File: src/rtl/sdc_rd_pkg.sv
// rtl/sdc_rd_pkg.sv - shared types and constants for the SD read-path block packer
package sdc_rd_pkg;

    typedef enum logic [1:0] {
        ST_IDLE     = 2'd0,
        ST_FILL     = 2'd1,
        ST_WAIT_CRC = 2'd2
    } state_t;

    localparam int SOB_BIT = 35;
    localparam int EOB_BIT = 34;
    localparam int BRAM_AW = 10;
    localparam int BRAM_DW = 36;

endpackage

File: src/rtl/sdc_byte_to_word.sv
// rtl/sdc_byte_to_word.sv - packs little-endian bytes into 32-bit words, strobing on the 4th byte
module sdc_byte_to_word (
    input  logic        clk,
    input  logic        reset_n,
    input  logic        clr,
    input  logic        byte_vld,
    input  logic [7:0]  byte_in,
    output logic [31:0] word,
    output logic        word_rdy
);

    logic [1:0]  byte_idx;
    logic [23:0] lanes;

    // The 4th byte is taken straight from the input so the word is complete in its own cycle.
    assign word_rdy = byte_vld && (byte_idx == 2'd3);
    assign word     = {byte_in, lanes};

    always_ff @(posedge clk or negedge reset_n) begin
        if (!reset_n) begin
            byte_idx <= 2'd0;
            lanes    <= 24'd0;
        end else if (clr) begin
            byte_idx <= 2'd0;
        end else if (byte_vld) begin
            byte_idx <= byte_idx + 2'd1;
            case (byte_idx)
                2'd0:    lanes[7:0]   <= byte_in;
                2'd1:    lanes[15:8]  <= byte_in;
                2'd2:    lanes[23:16] <= byte_in;
                default: lanes        <= lanes;
            endcase
        end
    end

endmodule

File: src/rtl/sdc_rd_blk_packer.sv
// rtl/sdc_rd_blk_packer.sv - writes CRC-checked 512-byte SD blocks into 8 BRAM slots
module sdc_rd_blk_packer
    import sdc_rd_pkg::*;
#(
    parameter int SLOT_BITS     = 3,
    parameter int WORDS_PER_BLK = 128
) (
    input  logic                 clk,
    input  logic                 reset_n,
    input  logic                 blk_start,
    input  logic [7:0]           byte_in,
    input  logic                 byte_vld,
    input  logic                 crc_ok,
    input  logic                 crc_err,
    input  logic                 blk_rd_done,
    input  logic                 clr_flags,
    output logic                 rdy,
    output logic [BRAM_AW-1:0]   bram_addr,
    output logic [BRAM_DW-1:0]   bram_din,
    output logic                 bram_wr,
    output logic                 blk_done,
    output logic [SLOT_BITS-1:0] blk_slot,
    output logic [3:0]           blk_cnt,
    output logic [7:0]           err_cnt,
    output logic                 byte_drop
);

    localparam int                  WIDX_W   = $clog2(WORDS_PER_BLK);
    localparam logic [WIDX_W-1:0]   LAST_IDX = WIDX_W'(WORDS_PER_BLK - 1);
    localparam logic [3:0]          SLOTS    = 4'(1 << SLOT_BITS);

    state_t                 state_q, state_d;
    logic [WIDX_W-1:0]      word_idx;
    logic [SLOT_BITS-1:0]   wr_slot;
    logic [SLOT_BITS-1:0]   rd_slot;
    logic                   start_acc, in_fill, commit, fail, drain;
    logic [31:0]            word;
    logic                   word_rdy;
    logic [BRAM_DW-1:0]     din_w;

    assign rdy       = (state_q == ST_IDLE) && (blk_cnt != SLOTS);
    assign start_acc = blk_start && rdy;
    assign in_fill   = (state_q == ST_FILL);
    // A simultaneous good/bad CRC pair is resolved as bad.
    assign fail      = (state_q == ST_WAIT_CRC) && crc_err;
    assign commit    = (state_q == ST_WAIT_CRC) && crc_ok && !crc_err;
    assign drain     = blk_rd_done && (blk_cnt != 4'd0);

    sdc_byte_to_word u_b2w (
        .clk      (clk),
        .reset_n  (reset_n),
        .clr      (start_acc),
        .byte_vld (byte_vld && in_fill),
        .byte_in  (byte_in),
        .word     (word),
        .word_rdy (word_rdy)
    );

    always_comb begin
        din_w          = {{(BRAM_DW-32){1'b0}}, word};
        din_w[SOB_BIT] = (word_idx == '0);
        din_w[EOB_BIT] = (word_idx == LAST_IDX);
    end

    always_comb begin
        state_d = state_q;
        case (state_q)
            ST_IDLE:     if (start_acc) state_d = ST_FILL;
            ST_FILL:     if (word_rdy && word_idx == LAST_IDX) state_d = ST_WAIT_CRC;
            ST_WAIT_CRC: if (crc_ok || crc_err) state_d = ST_IDLE;
            default:     state_d = ST_IDLE;
        endcase
    end

    always_ff @(posedge clk or negedge reset_n) begin
        if (!reset_n) state_q <= ST_IDLE;
        else          state_q <= state_d;
    end

    always_ff @(posedge clk or negedge reset_n) begin
        if (!reset_n) begin
            word_idx  <= '0;
            bram_wr   <= 1'b0;
            bram_addr <= '0;
            bram_din  <= '0;
        end else begin
            bram_wr <= in_fill && word_rdy;
            if (start_acc) begin
                word_idx <= '0;
            end else if (in_fill && word_rdy) begin
                bram_addr <= {wr_slot, word_idx};
                bram_din  <= din_w;
                word_idx  <= word_idx + 1'b1;
            end
        end
    end

    always_ff @(posedge clk or negedge reset_n) begin
        if (!reset_n) begin
            wr_slot  <= '0;
            rd_slot  <= '0;
            blk_done <= 1'b0;
            blk_slot <= '0;
            blk_cnt  <= 4'd0;
        end else begin
            blk_done <= commit;
            if (commit) begin
                blk_slot <= wr_slot;
                wr_slot  <= wr_slot + 1'b1;
            end
            if (drain) rd_slot <= rd_slot + 1'b1;
            if (commit && !drain)      blk_cnt <= blk_cnt + 4'd1;
            else if (drain && !commit) blk_cnt <= blk_cnt - 4'd1;
        end
    end

    // Flag clear loses to an event in the same cycle.
    always_ff @(posedge clk or negedge reset_n) begin
        if (!reset_n) begin
            err_cnt   <= 8'd0;
            byte_drop <= 1'b0;
        end else begin
            if (fail)
                err_cnt <= clr_flags ? 8'd1 : ((err_cnt == 8'hFF) ? err_cnt : err_cnt + 8'd1);
            else if (clr_flags)
                err_cnt <= 8'd0;

            if (byte_vld && !in_fill) byte_drop <= 1'b1;
            else if (clr_flags)       byte_drop <= 1'b0;
        end
    end

endmodule
File: config.mk
export PLATFORM = sky130hd
export DESIGN_NAME = sdc_rd_blk_packer
export DESIGN_NICKNAME = d
export VERILOG_FILES = /design/src/rtl/sdc_rd_pkg.sv /design/src/rtl/sdc_byte_to_word.sv /design/src/rtl/sdc_rd_blk_packer.sv
export SDC_FILE = /design/constraint.sdc
export NUM_CORES = 1
export LEC_CHECK = 0
export CORE_AREA = 2 2 96 98
export DETAILED_ROUTE_END_ITERATION = 8
export DIE_AREA = 0 0 98 100
export HOLD_SLACK_MARGIN = 0.06
export PLACE_DENSITY = 0.78
export SETUP_SLACK_MARGIN = 0.5
export SLEW_MARGIN = 10
export SYNTH_ARGS = -nofsm -noshare
export SYNTH_HDL_FRONTEND = slang
export SYNTH_HIERARCHICAL = 1
export SYNTH_SLANG_ARGS = --single-unit
export TNS_END_PERCENT = 5
File: constraint.sdc
create_clock -name clk -period 3.1 [get_ports clk]
set_input_delay 0.465 -clock clk [delete_from_list [all_inputs] [get_ports clk]]
set_output_delay 0.465 -clock clk [all_outputs]
set_load 0.01 [all_outputs]
==> results of run 1 <==
-- cells by family after synthesis --
family / Yosys count
multiplexers: 34
XOR/XNOR: 6
adder cells (fa/ha/maj): 12
buffers and inverters: 35
flip-flops: 100
other: 1
AND/OR/NAND/NOR: 191
AO/OA/AOI/OAI: 36
-- per-layer routing --
layer  GRT usage (%)  wire, um
met4           4.808       134
met3           4.387       377
met5               0         0
met1           27.71      4309
met2           29.93      4393
-- synth_stat cells, types with 4 or more instances --
cell	count	share of area, %
a21oi_1	5	0.56
buf_2	4	0.45
buf_4	10	1.7
clkbuf_1	9	0.76
dfrtp_1	100	56
ha_1	11	3.1
inv_1	9	0.76
mux2_2	29	7.3
mux2i_1	4	0.90
nand2_1	135	11
nand3_1	8	0.90
nand3b_4	4	1.8
nor2_1	6	0.50
nor3_1	6	0.67
o21ai_0	10	1.1
xnor2_1	4	0.78
-- worst reg2reg max path: stages, from the launching register on --
cell and delay (ns):
dfrtp_1 0.52, nor4bb_4 0.41, ha_2 0.24, inv_1 0.09, ha_2 0.31, or4_1 0.53, o211ai_1 0.11, o211ai_1 0.10
-- power groups by stage --
| stage | sequential (W) | combinational (W) | clock, W |
|---|---|---|---|
| 6_report | 0.00198 | 0.00139 | 0.000809 |
| 5_1_grt | 0.00203 | 0.00154 | 0.000878 |
| 4_1_cts | 0.00198 | 0.00141 | 0.000823 |
| 3_5_place_dp | 0.00200 | 0.00140 | 0 |
| 3_3_place_gp | 0.00199 | 0.00136 | 0 |
| 2_1_floorplan | 0.00206 | 0.000667 | 0 |
-- per-stage QoR --
step | std cells | hold WS [ns]
finish | 603 | 0.07615
global route | 603 | 0.1091
CTS | 603 | 0.09345
detailed placement | 587 | 0.4532
global placement | 587 | 0.4414
floorplan | 416 | 0.1694
-- timing repair --
item	CTS	global route
endpoints found under the setup margin	0	1
resized for setup	0	5
hold buffers	0	0
-- flip-flops by register name (all words and copies together), names as in the netlist --
signal          cells
bram_din           34
blk_cnt             4
byte_drop           1
u_b2w/byte_idx      2
blk_slot            3
u_b2w/lanes        24
err_cnt             8
bram_wr             1
bram_addr          10
state_q             2
blk_done            1
wr_slot             3
word_idx            7
-- worst paths after layout --
path | start | to | slack (ns) | depth (start not counted)
min | reset_n | bram_addr[0] | 0.08 | 1
min reg2reg | u_b2w/lanes[15] | bram_din[15] | 0.47 | 2
max in group asynchronous | reset_n | bram_din[5] | 2.23 | 2
max reg2reg | state_q[0] | blk_cnt[3] | 0.67 | 7
max | crc_ok | blk_cnt[3] | 0.63 | 8
min in group clk | u_b2w/lanes[15] | bram_din[15] | 0.47 | 2
-- cells in the final DEF, fill, tap and decap left out, types with 2 or more instances in the layout --
cell type and count:
a211oi_1 2, a21oi_1 5, a311oi_1 2, a31oi_1 2, a41oi_1 2, and2_1 3, and3_1 2, and4_1 2
buf_4 8, clkbuf_8 9, clkdlybuf4s50_1 76, clkinvlp_4 2, conb_1 2, dfrtp_1 100, ha_1 9, ha_2 2
inv_1 9, inv_8 3, mux2_2 29, mux2i_1 4, nand2_1 135, nand2b_1 3, nand3_1 8, nand3b_1 2
nand3b_4 4, nor2_1 6, nor2b_1 3, nor3_1 6, o211ai_1 2, o21ai_0 10, o31ai_1 2, or3_1 2
or4_1 2, xnor2_1 4, xor2_1 2
-- area by class of cell --
cell class | instances | area, um2 | area share (%)
Timing Repair Buffer | 85 | 833.3 | 15.12
Sequential cell | 100 | 2502 | 45.40
Clock buffer | 9 | 123.9 | 2.247
Clock inverter | 7 | 66.31 | 1.203
Multi-Input combinational cell | 281 | 1809 | 32.83
Tap cell | 111 | 138.9 | 2.520
Inverter | 10 | 37.54 | 0.6810
==> flow_summary.json, run 1 <==
{
  "p_per_area_mw_per_mm2": 758.4,
  "rsz0062_at_grt": "false",
  "ys_async_sr_fraction_pct": 100.0,
  "final_util_pct": 62.00,
  "slew_headroom_pct": 62.66,
  "yosys_warnings": 6,
  "total_leakage_power_nw": 2.598,
  "grt_usage_pct": 19.24,
  "synth_xor_area_share_pct": 1.177,
  "synthesis.area_mm2": 0.004463,
  "finalCritPeriodShare_pct": 79.54,
  "worst_pin_slew_ns": 0.5600,
  "routed_wl_um": 9216,
  "htreeDepth": 3,
  "clockRootBuffer": "clkbuf_8",
  "drive_above_1_share_pct": 14.63,
  "wl_per_cell_um": 15.28,
  "die-area_mm2": 0.009800,
  "ant_nets": 0,
  "grt_pass1_vias": 3131,
  "synthMuxAreaShare_pct": 8.551,
  "synth_seq_area_share_pct": 56.07,
  "drt_iter0_drc": 146,
  "period_needed_ns": 2.466,
  "place.gp.congestion": 0.8747,
  "synth_fa_ha_area_share_pct": 3.532,
  "viasPerCell": 5.318,
  "hpwl_um": 6209,
  "num_vias": 3207,
  "postLayoutSetupSlackWorst_ns": 0.6344,
  "pre_cts_ws_ns": 0.1352,
  "finalHoldViolCount": 0,
  "cts_made_buffers": 9,
  "pwr-share-clk_pct": 19.3,
  "tns_ns": 0,
  "switching_share_pct": 33.51,
  "setup_viol": 0,
  "cp-start-kind": "input pin",
  "hp-class": "in2async",
  "critPathMaxStageDelay_ns": 0.53,
  "clk_latency_ns": 0.37,
  "drtPass1Iterations": 4,
  "syn-instance-count": 415,
  "portBuffers": 78,
  "outcome": "finished clean",
  "antenna_found_initial": 0,
  "nNetsFinal": 515,
  "synth_top_family_by_area": "simple AND/OR/NAND/NOR gates",
  "initial_core_util_pct": 50.20,
  "combPwrFrac_pct": 33.3,
  "cp_max_fo": 5,
  "placeableCoreArea_mm2": 0.008890,
  "placementRows": 35,
  "skew_ns": 0.01656,
  "crit_type": "in2reg",
  "die_height_um": 100,
  "slew_viol_final": 0,
  "cp_top_family": "simple AND/OR/NAND/NOR gates",
  "grt_overflow": 0,
  "fmax_ghz": 0.4056,
  "synth-simple-area-share_pct": 20.97,
  "syn_area_per_cell_um2": 10.75,
  "cp_slowest_cell": "or4_1",
  "critPathArrivalTime_ns": 2.70,
  "cts_buffer_depth": 2,
  "ios": 81,
  "die_w_um": 98,
  "cts_tree": "yes",
  "p_total_w": 0.004180,
  "synth_cell_types": 59,
  "placed_cell_area_mm2": 0.005298,
  "p_int_w": 0.002779,
  "clk_transition_reported_paths_ns": 0.11,
  "grt_pass1_wl_um": 15260,
  "worstPathCellList": "clkdlybuf4s50_1, nor4bb_4, ha_2, inv_1, ha_2, or4_1, o211ai_1, o211ai_1",
  "pwr-share-seq_pct": 47.4,
  "synth_ff_type": "dfrtp_1",
  "synth_seq_cells": 100,
  "antennaDiodeCount": 0,
  "fillers": 723,
  "peakVddDrop_mv": 0.4493,
  "maxCapViolations": 0,
  "end_kind": "register",
  "final_cell_area_mm2": 0.005512,
  "power_switching_w": 0.001401,
  "drc_errors": 0,
  "path_buf_inv": 2,
  "grt_max_degree": 46,
  "synth_edf_count": 0,
  "cts_setup_buffers": 0,
  "required_ns": 3.34,
  "cts.sinks": 100,
  "synth-compound-area-share_pct": 5.523,
  "area_growth_pct": 23.49
}
Note: power is estimated with default switching activity, not from simulation.
==> inputs of run 2 (changes only) <==
clock period = 2.4 ns   (was 3.1 ns; I/O delays follow)
==> run 2 against run 1 <==
Combinational power increased by 31%. First-iteration DRC count increased by 23%. Design area increased by 4.0%. Largest cell class unchanged. Hold slack improved by 0.37 ns. Via count increased by 1.7%. Cell count increased by 3.5%. Power increased by 30%. Register-to-register slack got worse by 0.45 ns. Flip-flop and latch count unchanged. Core utilization increased by 2.5 points. Wire length increased by 3.9%. Critical path depth decreased by 1. Critical endpoint unchanged.
==> flow_summary.json, run 2 (synthesis results as in run 1) <==
{
  "required_ns": 2.64,
  "regMostFlops": "bram_din",
  "clk_latency_ns": 0.37,
  "hp-start": "crc_err",
  "pre_cts_ws_ns": -0.1523,
  "nNetsFinal": 536,
  "r2r_setup_slack_ns": 0.22,
  "fillers": 707,
  "fmax_ghz": 0.4592,
  "regArea_mm2": 0.002507,
  "crit_type": "reg2reg",
  "hpwl_um": 6600,
  "peakVddDrop_mv": 0.4763,
  "cts.sinks": 100,
  "whs_endpoint": "state_q[1]",
  "die-area_mm2": 0.009800,
  "grt_pass1_wl_um": 15880,
  "timing.rr.end": "blk_cnt[3]",
  "finalCritPeriodShare_pct": 90.74,
  "postLayoutSetupSlackWorst_ns": 0.2223,
  "grt_pass1_vias": 3238,
  "reg_top3": "bram_din (34), u_b2w/lanes (24), bram_addr (10)",
  "portBuffers": 78,
  "outcome": "finished clean",
  "drive_above_1_share_pct": 19.30,
  "setup_viol": 0,
  "worstRegToRegCells": 7,
  "drt_iter0_drc": 179,
  "slew_viol_final": 0,
  "ant_nets": 0,
  "cts_tree": "yes",
  "antenna_found_initial": 0,
  "critPathArrivalTime_ns": 2.42,
  "hold_slack_ns": 0.4446,
  "finalHoldViolCount": 0,
  "htreeDepth": 3,
  "final_common_cell": "nand2_1",
  "worstHoldPathCells": 4,
  "viasPerCell": 5.226,
  "multiInputGateArea_mm2": 0.001837,
  "p_per_area_mw_per_mm2": 945.3,
  "cts_buffer_depth": 2,
  "drtPass1Iterations": 4,
  "period_needed_ns": 2.178,
  "cp_max_fo": 3,
  "hp-class": "in2reg",
  "initial_core_util_pct": 50.20,
  "cts_made_buffers": 9,
  "num_vias": 3261,
  "place.gp.congestion": 0.8413,
  "cp-start-kind": "register",
  "layout_common_cells": "nand2_1, dfrtp_1, clkdlybuf4s50_1",
  "grt_overflow": 0,
  "ios": 81,
  "wl_per_cell_um": 15.35,
  "grt_usage_pct": 20.31,
  "total_leakage_power_nw": 2.713,
  "clk_transition_reported_paths_ns": 0.10,
  "rsz0062_at_grt": "true",
  "skew_ns": 0.01594,
  "drc_errors": 0,
  "area_growth_pct": 28.46,
  "placementRows": 35,
  "die_w_um": 98,
  "die_height_um": 100,
  "antennaDiodeCount": 0,
  "grt_max_degree": 41,
  "largest_register_ffs": 34,
  "routed_wl_um": 9579,
  "clockRootBuffer": "clkbuf_8",
  "tns_ns": 0,
  "maxCapViolations": 0,
  "end_kind": "register",
  "placeableCoreArea_mm2": 0.008890,
  "r2r-start": "blk_cnt[2]"
}
[run 2: cell count changes in the layout (fill, tap and decap cells not counted), sizes merged, moves of 2 or more]
cell	before	now
clkinv	1	4
buf	8	28
inv	14	12
clkbuf	9	11
clkinvlp	2	0
[run 2: where the power goes]
part,internal [W],total (W),switching (W)
Clock,0.000424,0.00104,0.000617
Sequential,0.00223,0.00256,0.000324
Combinational,0.000981,0.00182,0.000842
Total,0.00364,0.00542,0.00178
[run 2: stage by stage]
step                      utilization [%]  area [um2]  instances  power (W)
after detailed placement            61.44        5461        599   0.004436
after global placement              61.44        5461        599   0.004362
after global routing                64.49        5733        624   0.005774
after floorplan                         -        4524        416   0.003522
final                               64.49        5733        624   0.005419
after CTS                           63.98        5688        619   0.005473
[run 2: area by class of cell]
type	instances	area share, %
clock buffer	10	2.401
clock inverter	6	0.9603
inverter	10	0.6984
multi-input combinational	281	32.04
sequential	100	43.74
tap	111	2.423
timing repair buffer	106	17.74
[run 2: critical path: stages (launching register included)]
cell      delay, ns
dfrtp_2        0.44
o41ai_4        0.41
ha_4           0.20
inv_4          0.04
ha_4           0.21
or4_1          0.52
o211ai_1       0.11
o211ai_1       0.11
[run 2: repair_timing]
action / in CTS / in global routing
cloned: 0 / 0
setup endpoints to repair: 65 / 73
hold endpoints to repair: 31 / 0
hold buffers: 1 / 0
buffers inserted: 3 / 5
resized for setup: 1 / 6
pin swaps: 3 / 8
[run 2: worst max-delay path by stage]
| stage | endpoint | slack (ns) | from | cells past startpoint |
|---|---|---|---|---|
| 2_1_floorplan | blk_cnt[3] | 0.23 | state_q[0] | 9 |
| 3_3_place_gp | blk_cnt[3] | -0.1 | crc_ok | 9 |
| 3_5_place_dp | blk_cnt[3] | -0.15 | crc_ok | 9 |
| 4_1_cts | blk_cnt[3] | 0.23 | blk_cnt[1] | 7 |
| 5_1_grt | blk_cnt[3] | 0.14 | blk_cnt[2] | 8 |
| 6_report | blk_cnt[3] | 0.22 | blk_cnt[2] | 7 |
[run 2: per-layer routing]
layer	wire, um	global-route usage (%)
met1	4429	28.84
met2	4729	31.45
met3	314	3.691
met4	105	7.799
met5	0	0
==> inputs of run 3 (changes only) <==
GPL_ROUTABILITY_DRIVEN = 0   (was not set)
==> results of run 3 <==
No change in the layout: final DEF, timing and power equal those of run 2.
